<file path="src/rtl/lift_motion_controller.sv">
// Lift car sequencing controller: latches floor calls, runs a sweep travel policy,
// commands the car drive, detects arrival from floor contacts and times the door dwell.
module lift_motion_controller #(
    parameter int N_FLOORS      = 12,
    parameter int DOOR_OPEN_CYC = 100
) (
    input  logic                clk,
    input  logic                rst_n,
    input  logic [N_FLOORS-1:0] floor_req,
    input  logic [N_FLOORS-1:0] floor_sense,
    output logic                direction,
    output logic                motion,
    output logic                door_open,
    output logic [N_FLOORS-1:0] cur_floor,
    output logic [N_FLOORS-1:0] pending,
    output logic                fault
);

    localparam int                  TW        = $clog2(DOOR_OPEN_CYC);
    localparam logic [TW-1:0]       DOOR_LOAD = TW'(DOOR_OPEN_CYC - 1);
    localparam logic [TW-1:0]       TIMER_ONE = TW'(1);
    localparam logic [N_FLOORS-1:0] FLOOR_ONE = N_FLOORS'(1);

    typedef enum logic [1:0] {
        ST_IDLE,
        ST_MOVE,
        ST_DOOR,
        ST_FAULT
    } state_t;

    state_t              r_state, w_state_nxt;
    logic                r_dir, w_dir_nxt;
    logic                r_motion, w_motion_nxt;
    logic                r_door, w_door_nxt;
    logic                r_fault, w_fault_nxt;
    logic [N_FLOORS-1:0] r_cur, w_cur_nxt;
    logic [N_FLOORS-1:0] r_pend, w_pend_nxt;
    logic [TW-1:0]       r_timer, w_timer_nxt;
    logic [N_FLOORS-1:0] w_clr;

    logic                w_sense_multi;
    logic                w_sense_onehot;
    logic [N_FLOORS-1:0] w_cur_eff;
    logic [N_FLOORS-1:0] w_below_mask;
    logic [N_FLOORS-1:0] w_above_mask;
    logic                w_ahead_up;
    logic                w_ahead_dn;
    logic                w_call_here;
    logic                w_new_floor;
    logic                w_end_of_shaft;

    // A contact pattern with two or more bits set is a wiring/contact fault.
    assign w_sense_multi  = |(floor_sense & (floor_sense - FLOOR_ONE));
    assign w_sense_onehot = (|floor_sense) && !w_sense_multi;

    // While idle the contacts resync the car position, so decide from the sensed floor.
    assign w_cur_eff      = (r_state == ST_IDLE && w_sense_onehot) ? floor_sense : r_cur;
    assign w_below_mask   = w_cur_eff - FLOOR_ONE;
    assign w_above_mask   = ~(w_cur_eff | w_below_mask);
    assign w_ahead_up     = |(r_pend & w_above_mask);
    assign w_ahead_dn     = |(r_pend & w_below_mask);
    assign w_call_here    = |(r_pend & w_cur_eff);

    assign w_new_floor    = w_sense_onehot && (floor_sense != r_cur);
    assign w_end_of_shaft = (r_dir && floor_sense[N_FLOORS-1]) || (!r_dir && floor_sense[0]);

    // NOTE: every signal written here gets a default first so no latch can be inferred.
    always_comb begin
        w_state_nxt  = r_state;
        w_dir_nxt    = r_dir;
        w_motion_nxt = r_motion;
        w_door_nxt   = r_door;
        w_fault_nxt  = r_fault;
        w_cur_nxt    = r_cur;
        w_timer_nxt  = r_timer;
        w_clr        = '0;

        if (w_sense_multi) begin
            w_state_nxt  = ST_FAULT;
            w_motion_nxt = 1'b0;
            w_door_nxt   = 1'b0;
            w_fault_nxt  = 1'b1;
        end else begin
            case (r_state)
                ST_IDLE: begin
                    w_motion_nxt = 1'b0;
                    w_door_nxt   = 1'b0;
                    w_cur_nxt    = w_cur_eff;
                    if (w_call_here) begin
                        w_state_nxt = ST_DOOR;
                        w_clr       = w_cur_eff;
                        w_door_nxt  = 1'b1;
                        w_timer_nxt = DOOR_LOAD;
                    end else if (r_dir ? w_ahead_up : w_ahead_dn) begin
                        w_state_nxt  = ST_MOVE;
                        w_motion_nxt = 1'b1;
                    end else if (r_dir ? w_ahead_dn : w_ahead_up) begin
                        w_state_nxt  = ST_MOVE;
                        w_dir_nxt    = ~r_dir;
                        w_motion_nxt = 1'b1;
                    end
                end

                ST_MOVE: begin
                    w_motion_nxt = 1'b1;
                    if (w_new_floor) begin
                        w_cur_nxt = floor_sense;
                        if (|(r_pend & floor_sense)) begin
                            w_state_nxt  = ST_DOOR;
                            w_clr        = floor_sense;
                            w_motion_nxt = 1'b0;
                            w_door_nxt   = 1'b1;
                            w_timer_nxt  = DOOR_LOAD;
                        end else if (w_end_of_shaft) begin
                            w_state_nxt  = ST_IDLE;
                            w_motion_nxt = 1'b0;
                        end
                    end
                end

                ST_DOOR: begin
                    w_motion_nxt = 1'b0;
                    w_door_nxt   = 1'b1;
                    // A fresh call for this floor keeps the door open for another full dwell.
                    if (|(floor_req & r_cur)) begin
                        w_clr       = r_cur;
                        w_timer_nxt = DOOR_LOAD;
                    end else if (r_timer == '0) begin
                        w_state_nxt = ST_IDLE;
                        w_door_nxt  = 1'b0;
                    end else begin
                        w_timer_nxt = r_timer - TIMER_ONE;
                    end
                end

                ST_FAULT: begin
                    w_motion_nxt = 1'b0;
                    w_door_nxt   = 1'b0;
                    w_fault_nxt  = 1'b1;
                end
            endcase
        end
    end

    // Clearing the served floor wins over a same-cycle request for it.
    assign w_pend_nxt = (r_pend | floor_req) & ~w_clr;

    // NOTE: state registers use non-blocking assignments so all of them update together.
    always_ff @(posedge clk) begin
        if (!rst_n) begin
            r_state  <= ST_IDLE;
            r_dir    <= 1'b1;
            r_motion <= 1'b0;
            r_door   <= 1'b0;
            r_fault  <= 1'b0;
            r_cur    <= FLOOR_ONE;
            r_pend   <= '0;
            r_timer  <= '0;
        end else begin
            r_state  <= w_state_nxt;
            r_dir    <= w_dir_nxt;
            r_motion <= w_motion_nxt;
            r_door   <= w_door_nxt;
            r_fault  <= w_fault_nxt;
            r_cur    <= w_cur_nxt;
            r_pend   <= w_pend_nxt;
            r_timer  <= w_timer_nxt;
        end
    end

    assign direction = r_dir;
    assign motion    = r_motion;
    assign door_open = r_door;
    assign cur_floor = r_cur;
    assign pending   = r_pend;
    assign fault     = r_fault;

endmodule
</file>
<file path="config.mk">
export PLATFORM = sky130hd
export DESIGN_NAME = lift_motion_controller
export DESIGN_NICKNAME = d
export VERILOG_FILES = /design/src/rtl/lift_motion_controller.sv
export SDC_FILE = /design/constraint.sdc
export NUM_CORES = 1
export LEC_CHECK = 0
export BUFFER_PORTS_ARGS = -buffer_cell sky130_fd_sc_hd__buf_4
export CORE_MARGIN = 1
export CORE_UTILIZATION = 53
export DETAILED_ROUTE_END_ITERATION = 16
export PLACE_DENSITY = 0.89
export SLEW_MARGIN = 0
export SYNTH_ARGS = -nofsm -noshare
export SYNTH_HDL_FRONTEND = slang
export SYNTH_SLANG_ARGS = --single-unit
</file>
<file path="constraint.sdc">
create_clock -name clk -period 4.87 [get_ports clk]
set_input_delay 0.2435 -clock clk [delete_from_list [all_inputs] [get_ports clk]]
set_output_delay 0.2435 -clock clk [all_outputs]
set_load 0.05 [all_outputs]
</file>
==> summary.md, run 1 <==
| Metric | Value |
|---|---|
| Cell count after synthesis | `350` |
| Commonest non-fill, non-tap cell in the layout | `buf_4` |
| Top FF cell, synth | `dfxtp_1` |
| Crit path DAT | `4560 ps` |
| GPL Wtd Cong | `0.9880` |
| Logic pwr share | `20.2%` |
| CTS tree | `done` |
| CTS buffer count | `5` |
| Sw Pwr | `0.2275 mW` |
| Root Buffer | `clkbuf_8` |
| Die height | `76.61 µm` |
| CP cell instances | `buf_4 -> or3_1 -> a2111o_1 -> o21ai_2 -> o211ai_2 -> nor2_4 -> mux2i_1 -> ha_1 -> nand3_1 -> nor2b_1 -> nand3_1 -> ha_1 -> a22o_1 -> a221oi_1 -> and3_1 -> nand2_1 -> a31oi_1 -> and2_1 -> and3_1 -> o21ai_0 -> a31oi_1` |
| Slew Limit Fails | `0` |
| # IOs | `54` |
| Via count | `3124` |
| Final setup fails | `0` |
| CORE AREA | `5238 µm²` |
| Worst-margin pin slew | `818.1 ps` |
| Startpoint Class | `input port` |
| Required @ worst endpoint | `5090 ps` |
| Post-synth EDFFs | `0` |
| H-tree Lvls | `2` |
| Initial antenna violation count | `0` |
| Final setup TNS | `0 ps` |
| Slew Limit Headroom | `44.77%` |
| Port buffer count | `53` |
| Clk_lat worst skew | `300 ps` |
| Mapped Area | `2950 µm²` |
| Final hold slack | `196.5 ps` |
| FP Rows | `26` |
| Starting Density | `56.33%` |
| N_diodes | `0` |
| Status | `finished clean` |
| Slowest stage delay, CP | `400 ps` |
| Chip width | `76.61 µm` |
| Max cap viols | `0` |
| Placed cell count | `456` |
| Worst Path Class, Setup | `input port to flip-flop` |
| Final ANT Viol Nets | `0` |
| Final net count | `436` |
| First-pass DRT Iterations | `6` |
| Clk pwr share | `32.0%` |
| Final core occ | `65.93%` |
| Starting DRT DRC Count | `460` |
| VDD IR-drop max | `0.0001293 V` |
| Internal Power | `0.4595 mW` |
| DRC | `0` |
| Layout cells sized above 1 | `25.13%` |
| Avg Cell Area, Syn | `8.430 µm²` |
| Synth Net Count | `393` |
| Dpl hpwl | `6851 µm` |
| Slowest-stage cell, CP | `a2111o_1` |
| Switch share | `33.12%` |
| Synth-to-Final Area Change | `17.05%` |
| Sequential area share after synthesis | `25.11%` |
| Yosys reg bits | `37` |
| Total power draw | `0.6870 mW` |
| DR WL/cell | `20.09 µm` |
| Final std cells w/o fill | `464` |
| Unrepaired setup endpoints after global routing | `false` |
| Final Routed Wirelength | `9324 µm` |
| Max Clock Skew | `8.674 ps` |
| Seq pwr share | `47.8%` |
| Yosys cell types | `63` |
| Leak | `1.401 nW` |
| Gr usage total | `32.31%` |
| FMAX | `0.2300 GHz` |
| Top delay family on crit path | `simple AND/OR/NAND/NOR gates` |
| Synth async-reset ratio | `0%` |
| Overflow after GRT | `0` |
| CP Capture Type | `flip-flop` |
| Period utilization | `89.29%` |
| Drt via density | `6.733` |
| Vias in the first global route | `2916` |
| Worst-path maximum fanout | `14` |
| First-pass GRT wire length | `14900 µm` |
| Pwr/cell area | `198.9 nW/µm²` |
| Most frequent cells in the layout | `buf_4, dfxtp_1, nor2_1` |
| Largest net degree at the start of global routing | `26` |
| Longest Clk Path Bufs | `2` |
| Clk sinks | `37` |
| Worst-path clk slew | `80 ps` |
| Post-CTS resize count | `0` |
| Tmin final | `4349 ps` |
| Full die area | `5869 µm²` |
| Final Hold Viols | `0` |
| Post-CTS Setup Inserts | `0` |
| Critical path buffer and inverter count | `1` |
| Worst hold path type | `input port to flip-flop` |
| Synthesis Warnings | `0` |
| Post-CTS Hold Buffers | `0` |
[cell usage after synthesis, types with 2 or more instances]
library cell,n,share of area [%]
dfxtp_1,37,25
o31a_1,2,0.59
and2_1,5,1.1
mux2_2,3,1.1
o21a_1,3,0.76
clkbuf_1,14,1.8
o211a_1,2,0.68
or2_2,4,0.85
inv_1,11,1.4
ha_1,17,7.2
o21ai_0,21,3.6
nand2b_1,4,0.85
o31ai_1,3,0.76
a22oi_1,8,2.0
nor4_1,3,0.64
nand4_1,2,0.42
a21oi_1,8,1.4
buf_6,4,1.5
a221oi_2,10,5.1
a31oi_1,4,0.85
nand3_1,13,2.2
o221a_2,2,0.76
xor2_1,12,3.6
nor2b_1,2,0.42
a22o_1,6,1.8
nand2_1,29,3.7
nor3_1,5,0.85
a221oi_1,10,3.0
or3_1,5,1.1
and3_1,8,1.7
a211oi_1,4,1.0
mux2i_1,23,7.8
buf_2,5,0.85
nor2_1,32,4.1
[flip-flops by register name, indices dropped and copies added (netlist names)]
| register | flops |
|---|---|
| door_open | 1 |
| r_state | 2 |
| cur_floor | 12 |
| motion | 1 |
| pending | 12 |
| fault | 1 |
| r_timer | 7 |
| direction | 1 |
[power by group through the flow]
| stage | Sequential [mW] | Combinational [mW] | Clock [mW] |
|---|---|---|---|
| detailed placement | 0.334 | 0.135 | 0 |
| global placement | 0.334 | 0.132 | 0 |
| CTS | 0.327 | 0.135 | 0.224 |
| global route | 0.329 | 0.148 | 0.236 |
| floorplan | 0.355 | 0.0638 | 0 |
| finish | 0.328 | 0.139 | 0.220 |
[area by class of cell]
| cell class | instances | area (µm²) |
|---|---|---|
| Multi-Input combinational cell | 278 | 2047 |
| Clock buffer | 5 | 68.82 |
| Timing Repair Buffer | 60 | 450.4 |
| Inverter | 11 | 41.29 |
| Tap cell | 70 | 87.58 |
| Clock inverter | 3 | 17.52 |
| Sequential cell | 37 | 740.7 |
| Fill cell | 434 | 1784 |
[metal layers]
metal,GRT usage [%],part of all wire [%],routed length [µm]
met5,0,0,0
met4,14.23,2.7,248
met3,8.383,10,973
met2,48.56,44,4116
met1,43.22,43,3985
[metrics by stage]
step | worst slack (ps) | cell area (µm²)
after floorplan | 541.2 | 2950
after global placement | 445.0 | 3367
after detailed placement | 315.7 | 3367
after CTS | 610.7 | 3453
after global routing | 222.3 | 3453
final | 521.4 | 3453
[path summary, 6_finish.rpt]
kind,startpoint,to,slack [ps],cells past startpoint
min reg2reg,r_timer[4],r_timer[4],480,2
min,floor_sense[10],pending[10],200,2
max,floor_sense[2],r_state[0],520,21
max reg2reg,r_state[0],r_state[0],680,19
[cells by family after synthesis]
group	Yosys count	share of synthesized area, %
fa+ha+maj	18	7.549
buf+inv	35	5.682
simple gates	120	20.23
flops	37	25.11
mux	27	9.457
xor+xnor	12	3.562
compound gates	101	28.41
Power figures use the tool's default switching activity.
==> inputs of run 2 (changes only) <==
Settings changed: REMOVE_ABC_BUFFERS set to 1.
==> run 2 against run 1 <==
  * Worst setup slack got worse by 120 ps
  * Final cell count fell by 0.65%
  * Critical path depth fell by 1
  * Maximum frequency fell by 2.6%
  * Clock power rose by 48%
  * Power rose by 16%
  * Non-clock buffer count fell by 3
  * Sequential share of layout area fell by 0.15 points
  * Wire length rose by 0.13%
  * Utilization rose by 0.48 points
  * Largest cell class unchanged
==> summary.md, run 2 (synthesis results as in run 1) <==
| Metric | Value |
|---|---|
| Status | `finished clean` |
| N_diodes | `0` |
| Dpl hpwl | `6705 µm` |
| Slowest stage delay, CP | `440 ps` |
| Total power draw | `0.7939 mW` |
| Layout cells sized above 1 | `24.55%` |
| Final net count | `433` |
| Final ANT Viol Nets | `0` |
| Post-CTS Hold Buffers | `0` |
| Critical path buffer and inverter count | `1` |
| Gr usage total | `32.22%` |
| Pwr/cell area | `228.2 nW/µm²` |
| # IOs | `54` |
| Flop2flop setup slack | `810 ps` |
| Clk_lat worst skew | `300 ps` |
| Crit path DAT | `4680 ps` |
| Multi-input gate area | `2047 µm²` |
| Port buffer count | `53` |
| Final std cells w/o fill | `461` |
| Worst hold path type | `input port to flip-flop` |
| Largest net degree at the start of global routing | `26` |
| Reg2reg end | `r_state[0]` |
| Starting DRT DRC Count | `369` |
| DR WL/cell | `20.25 µm` |
| Worst setup startpoint | `floor_sense[2]` |
| Die height | `76.61 µm` |
| Overflow after GRT | `0` |
| Placed cell count | `453` |
| Tmin final | `4464 ps` |
| Longest Clk Path Bufs | `2` |
| Most frequent cells in the layout | `buf_4, dfxtp_1, nor2_1` |
| Top delay family on crit path | `simple AND/OR/NAND/NOR gates` |
| Synth-to-Final Area Change | `17.90%` |
| CP Capture Type | `flip-flop` |
| Final Routed Wirelength | `9336 µm` |
| Post-CTS Setup Inserts | `0` |
| CORE AREA | `5238 µm²` |
| R2R depth | `18` |
| First-pass DRT Iterations | `5` |
| CP Depth | `20` |
| Slew Limit Headroom | `48.74%` |
| Root Buffer | `clkbuf_8` |
| Period utilization | `91.66%` |
| Final hold slack | `202.2 ps` |
| Clk sinks | `37` |
| Chip width | `76.61 µm` |
| DRC | `0` |
| Vias in the first global route | `2955` |
| Final setup fails | `0` |
| Starting Density | `56.33%` |
| Fill cell count | `417` |
| Initial antenna violation count | `0` |
| FMAX | `0.2240 GHz` |
| Final setup TNS | `0 ps` |
| Commonest non-fill, non-tap cell in the layout | `buf_4` |
| CP cell instances | `buf_4 -> or3_1 -> a2111o_1 -> o21ai_2 -> o211ai_2 -> nor2_4 -> mux2i_1 -> nand3_1 -> nor2b_1 -> nand2_1 -> ha_1 -> a22o_1 -> a221oi_1 -> and3_1 -> nand2_1 -> a31oi_1 -> and2_1 -> and3_1 -> o21ai_0 -> a31oi_1` |
| Worst Path Class, Setup | `input port to flip-flop` |
| VDD IR-drop max | `0.0001824 V` |
| GPL Wtd Cong | `0.9817` |
| Final Hold Viols | `0` |
| Max cap viols | `0` |
| Unrepaired setup endpoints after global routing | `false` |
| Worst-path maximum fanout | `11` |
| Full die area | `5869 µm²` |
| First-pass GRT wire length | `14920 µm` |
| Max Clock Skew | `13.39 ps` |
| Worst-margin pin slew | `759.2 ps` |
| CTS buffer count | `5` |
| Drt via density | `6.768` |
| Post-Place Worst Slack | `220.0 ps` |
| Slew Limit Fails | `0` |
| Via count | `3120` |
| Startpoint Class | `input port` |
| Required @ worst endpoint | `5090 ps` |
| Fin worst setup slack | `406.0 ps` |
| Critical Path End | `r_state[0]` |
| Final core occ | `66.41%` |
| Final instance area | `3478 µm²` |
| Leak | `1.411 nW` |
| Storage element area | `740.7 µm²` |
| RR Startpoint | `r_state[0]` |
| FP Rows | `26` |
| DP Area | `3344 µm²` |
| H-tree Lvls | `2` |
| Slowest-stage cell, CP | `mux2i_1` |
| Post-CTS resize count | `0` |
| Worst-path clk slew | `90 ps` |
| CTS tree | `done` |
-- run 2: cell count changes in the layout (fill, tap and decap cells not counted), sizes merged --
cell and change:
buf -3, bufinv +2, clkinv -1, clkinvlp -1
-- run 2: power by group --
part	leakage (nW)	total (mW)	internal, mW	switching (mW)
logic	1.04	0.138	0.0494	0.0882
clock network	0.0681	0.326	0.204	0.123
registers	0.303	0.330	0.311	0.0189
total	1.41	0.794	0.564	0.230
-- run 2: final cells by class --
type	instances	share of cell area (%)
multi-input combinational	278	58.85
sequential	37	21.29
timing repair buffer	57	12.30
tap	70	2.518
clock buffer	5	1.978
clock inverter	3	1.871
inverter	11	1.187
-- run 2: worst min path at each step --
| stage | start | end | slack (ps) | cells after the start |
|---|---|---|---|---|
| floorplan | rst_n | cur_floor[0] | 310 | 1 |
| global placement | r_timer[4] | r_timer[4] | 460 | 2 |
| detailed placement | r_timer[4] | r_timer[4] | 480 | 2 |
| CTS | floor_sense[10] | pending[10] | 200 | 2 |
| global route | floor_sense[10] | pending[10] | 200 | 2 |
| finish | floor_sense[8] | pending[8] | 200 | 2 |
-- run 2: metal layers --
layer	global-route usage, %	wire [µm]
met5	0	0
met4	12.69	283
met3	7.665	1029
met2	52.61	4240
met1	40.66	3782
==> inputs of run 3 (changes only) <==
Settings changed: ABC_AREA set to 1, CAP_MARGIN set to 20, PLACE_DENSITY 0.89 to 0.87.
==> run 3 against run 2 <==
  * Maximum frequency increased by 12%
  * Sequential cell count unchanged
  * Worst hold slack improved by 26 ps
  * Power decreased by 4.3%
  * Synthesized cell count increased by 48%
  * Utilization decreased by 2.2 points
==> summary.md, run 3 <==
| Metric | Value |
|---|---|
| Largest family of logic cells by synthesized area | `simple AND/OR/NAND/NOR gates` |
| Commonest non-fill, non-tap cell in the layout | `nand2_1` |
| Die height | `81.63 µm` |
| Internal Power | `0.5293 mW` |
| Top FF cell, synth | `dfxtp_1` |
| Tmin final | `3969 ps` |
| Adder-cell share of the synthesized area | `6.329%` |
| CTS buffer count | `5` |
| Slowest-stage cell, CP | `a2111oi_0` |
| VDD IR-drop max | `0.0001524 V` |
| Mapped Area | `3361 µm²` |
| Longest Clk Path Bufs | `2` |
| Final Routed Wirelength | `10520 µm` |
| Fill cell count | `557` |
| Clk_lat worst skew | `300 ps` |
| Slowest stage delay, CP | `470 ps` |
| Switch share | `30.31%` |
| GPL Wtd Cong | `1.053` |
| Initial antenna violation count | `0` |
| Drt via density | `6.134` |
| Post-synth top cells | `nand2_1, inv_1, nand3_1, nor2_1, dfxtp_1` |
| Post-CTS resize count | `0` |
| Slew Limit Fails | `0` |
| Max Clock Skew | `5.306 ps` |
| CTS tree | `done` |
| Compound-Gate Fraction of Synth Area | `20.29%` |
| Dpl hpwl | `7832 µm` |
| Layout cells sized above 1 | `17.14%` |
| DR WL/cell | `16.57 µm` |
| Reg2reg end | `r_state[1]` |
| N_diodes | `0` |
| Hold Crit Depth | `3` |
| Critical path buffer and inverter count | `4` |
| Most used cell, CP | `nand2_1` |
| Cell count after synthesis | `519` |
| Starting DRT DRC Count | `404` |
| Worst-margin pin slew | `985.9 ps` |
| Startpoint Class | `flip-flop` |
| Synthesis Warnings | `0` |
| Full die area | `6663 µm²` |
| R2R depth | `23` |
| Final net count | `602` |
| Slew Limit Headroom | `34.03%` |
| Final Hold Viols | `0` |
| RR Startpoint | `r_state[0]` |
| CORE AREA | `6026 µm²` |
| Post-synth EDFFs | `0` |
| H-tree Lvls | `2` |
| Port buffer count | `53` |
| First-pass GRT wire length | `17150 µm` |
| FP Rows | `28` |
| Synth-to-Final Area Change | `15.08%` |
| Via count | `3895` |
| Crit path DAT | `4160 ps` |
| Worst-path maximum fanout | `16` |
| Gr usage total | `33.37%` |
| Worst Path Class, Setup | `flip-flop to flip-flop` |
| Sequential area share after synthesis | `22.04%` |
| Top delay family on crit path | `simple AND/OR/NAND/NOR gates` |
| Yosys top cell area share | `22.04%` |
| Yosys reg bits | `37` |
| Logic pwr share | `20.2%` |
| Clk sinks | `37` |
| CP cell instances | `inv_1 -> ha_1 -> buf_4 -> nand4_2 -> nand2_1 -> inv_1 -> nor2_1 -> inv_1 -> nor2_1 -> nand4_1 -> nor2_1 -> nand3_1 -> ha_1 -> nand2_1 -> nand4_1 -> a2111oi_0 -> nand2_2 -> a21oi_2 -> nand4_1 -> nand2_1 -> nand2_1 -> nand2_1 -> nor2_1` |
| Vias in the first global route | `3597` |
| Chip width | `81.63 µm` |
| Flop2flop setup slack | `900 ps` |
| DP Area | `3751 µm²` |
| DRC | `0` |
| Pwr/cell area | `196.4 nW/µm²` |
| Largest net degree at the start of global routing | `29` |
| Status | `finished clean` |
| # IOs | `54` |
| Avg Cell Area, Syn | `6.475 µm²` |
| Total power draw | `0.7595 mW` |
| Hold path endpoint | `pending[10]` |
| Final instance area | `3867 µm²` |
| Yosys cell types | `47` |
| Most frequent cells in the layout | `nand2_1, inv_1, buf_4` |
| Worst-path clk slew | `80 ps` |
| First-pass DRT Iterations | `5` |
| XOR/XNOR Fraction of Synth Area | `3.127%` |
| Mux share of post-synthesis cell area | `0%` |
| Overflow after GRT | `0` |
| Period utilization | `81.50%` |
| Top cells by area, synth | `dfxtp_1, nand2_1, nand3_1` |
| Post-CTS Hold Buffers | `0` |
| FMAX | `0.2520 GHz` |
| Hold Crit Start | `floor_req[10]` |
| Seq pwr share | `42.9%` |
| Final setup TNS | `0 ps` |
| Final setup fails | `0` |
| Unrepaired setup endpoints after global routing | `false` |
| Sw Pwr | `0.2302 mW` |
| Required @ worst endpoint | `5060 ps` |
| Synth async-reset ratio | `0%` |
| Final ANT Viol Nets | `0` |
| Post-synth top area cell | `dfxtp_1` |
| Clk pwr share | `36.9%` |
| Count leader, synth | `nand2_1` |
| Leak | `1.800 nW` |
| CP Capture Type | `flip-flop` |
| Starting Density | `55.77%` |
| Post-Synth Simple-Gate Area | `37.53%` |
| Root Buffer | `clkbuf_8` |
| Worst hold path type | `input port to flip-flop` |
| Post-CTS Setup Inserts | `0` |
| Max cap viols | `0` |
[run 3: layout make-up]
| type | count | area (µm²) | area share, % |
|---|---|---|---|
| multi-input cells | 397 | 2261 | 58.46 |
| flip-flops and latches | 37 | 740.7 | 19.15 |
| repair buffers | 56 | 420.4 | 10.87 |
| inverters | 62 | 235.2 | 6.082 |
| well taps | 75 | 93.84 | 2.426 |
| clock buffers | 7 | 86.33 | 2.232 |
| clock inverters | 1 | 30.03 | 0.7764 |
[run 3: worst max path at each step]
stage	from	to	slack, ps	depth (start not counted)
finish	r_state[0]	r_state[1]	900	23
global route	floor_sense[1]	r_state[1]	570	26
floorplan	floor_sense[4]	r_state[1]	1180	25
CTS	r_state[1]	r_state[1]	950	23
global placement	floor_sense[5]	r_state[1]	920	28
detailed placement	floor_sense[3]	r_state[1]	710	26
[run 3: routing by layer]
| metal | vias up | global-route usage (%) | part of all wire, % |
|---|---|---|---|
| met4 | 0 | 18.25 | 4.6 |
| met2 | 228 | 57.08 | 47 |
| met1 | 1763 | 38.67 | 40 |
| met5 | - | 0 | 0 |
| li1 | 1848 | - | - |
| met3 | 56 | 7.000 | 8.9 |
[run 3: power by group through the flow]
stage	Clock, mW	Combinational, mW	Sequential [mW]
floorplan	0	0.0635	0.353
global placement	0	0.148	0.331
detailed placement	0	0.150	0.332
CTS	0.283	0.151	0.325
global route	0.293	0.165	0.327
finish	0.280	0.153	0.326
[run 3: through the flow]
stage / hold slack, ps / setup WS, ps / util [%] / cells
detailed placement: 471.0 / 709.6 / 62.25 / 627
global placement: 469.0 / 915.6 / 62.25 / 627
CTS: 230.2 / 948.7 / 64.18 / 635
floorplan: 327.6 / 1184 / - / 496
global route: 243.2 / 573.3 / 64.18 / 635
finish: 228.6 / 901.0 / 64.18 / 635
[run 3: worst min-delay path, stage by stage]
cell and delay [ps]:
buf_4 80, o21ai_0 60, a21oi_1 100
[run 3: cell families (layout without fill, tap and decap cells)]
kind of cell,count (synthesis),after routing
flip-flops,37,37
adder cells (fa/ha/maj),17,17
AO/OA/AOI/OAI,110,110
buffers and inverters,85,126
XOR/XNOR,12,12
AND/OR/NAND/NOR,258,258
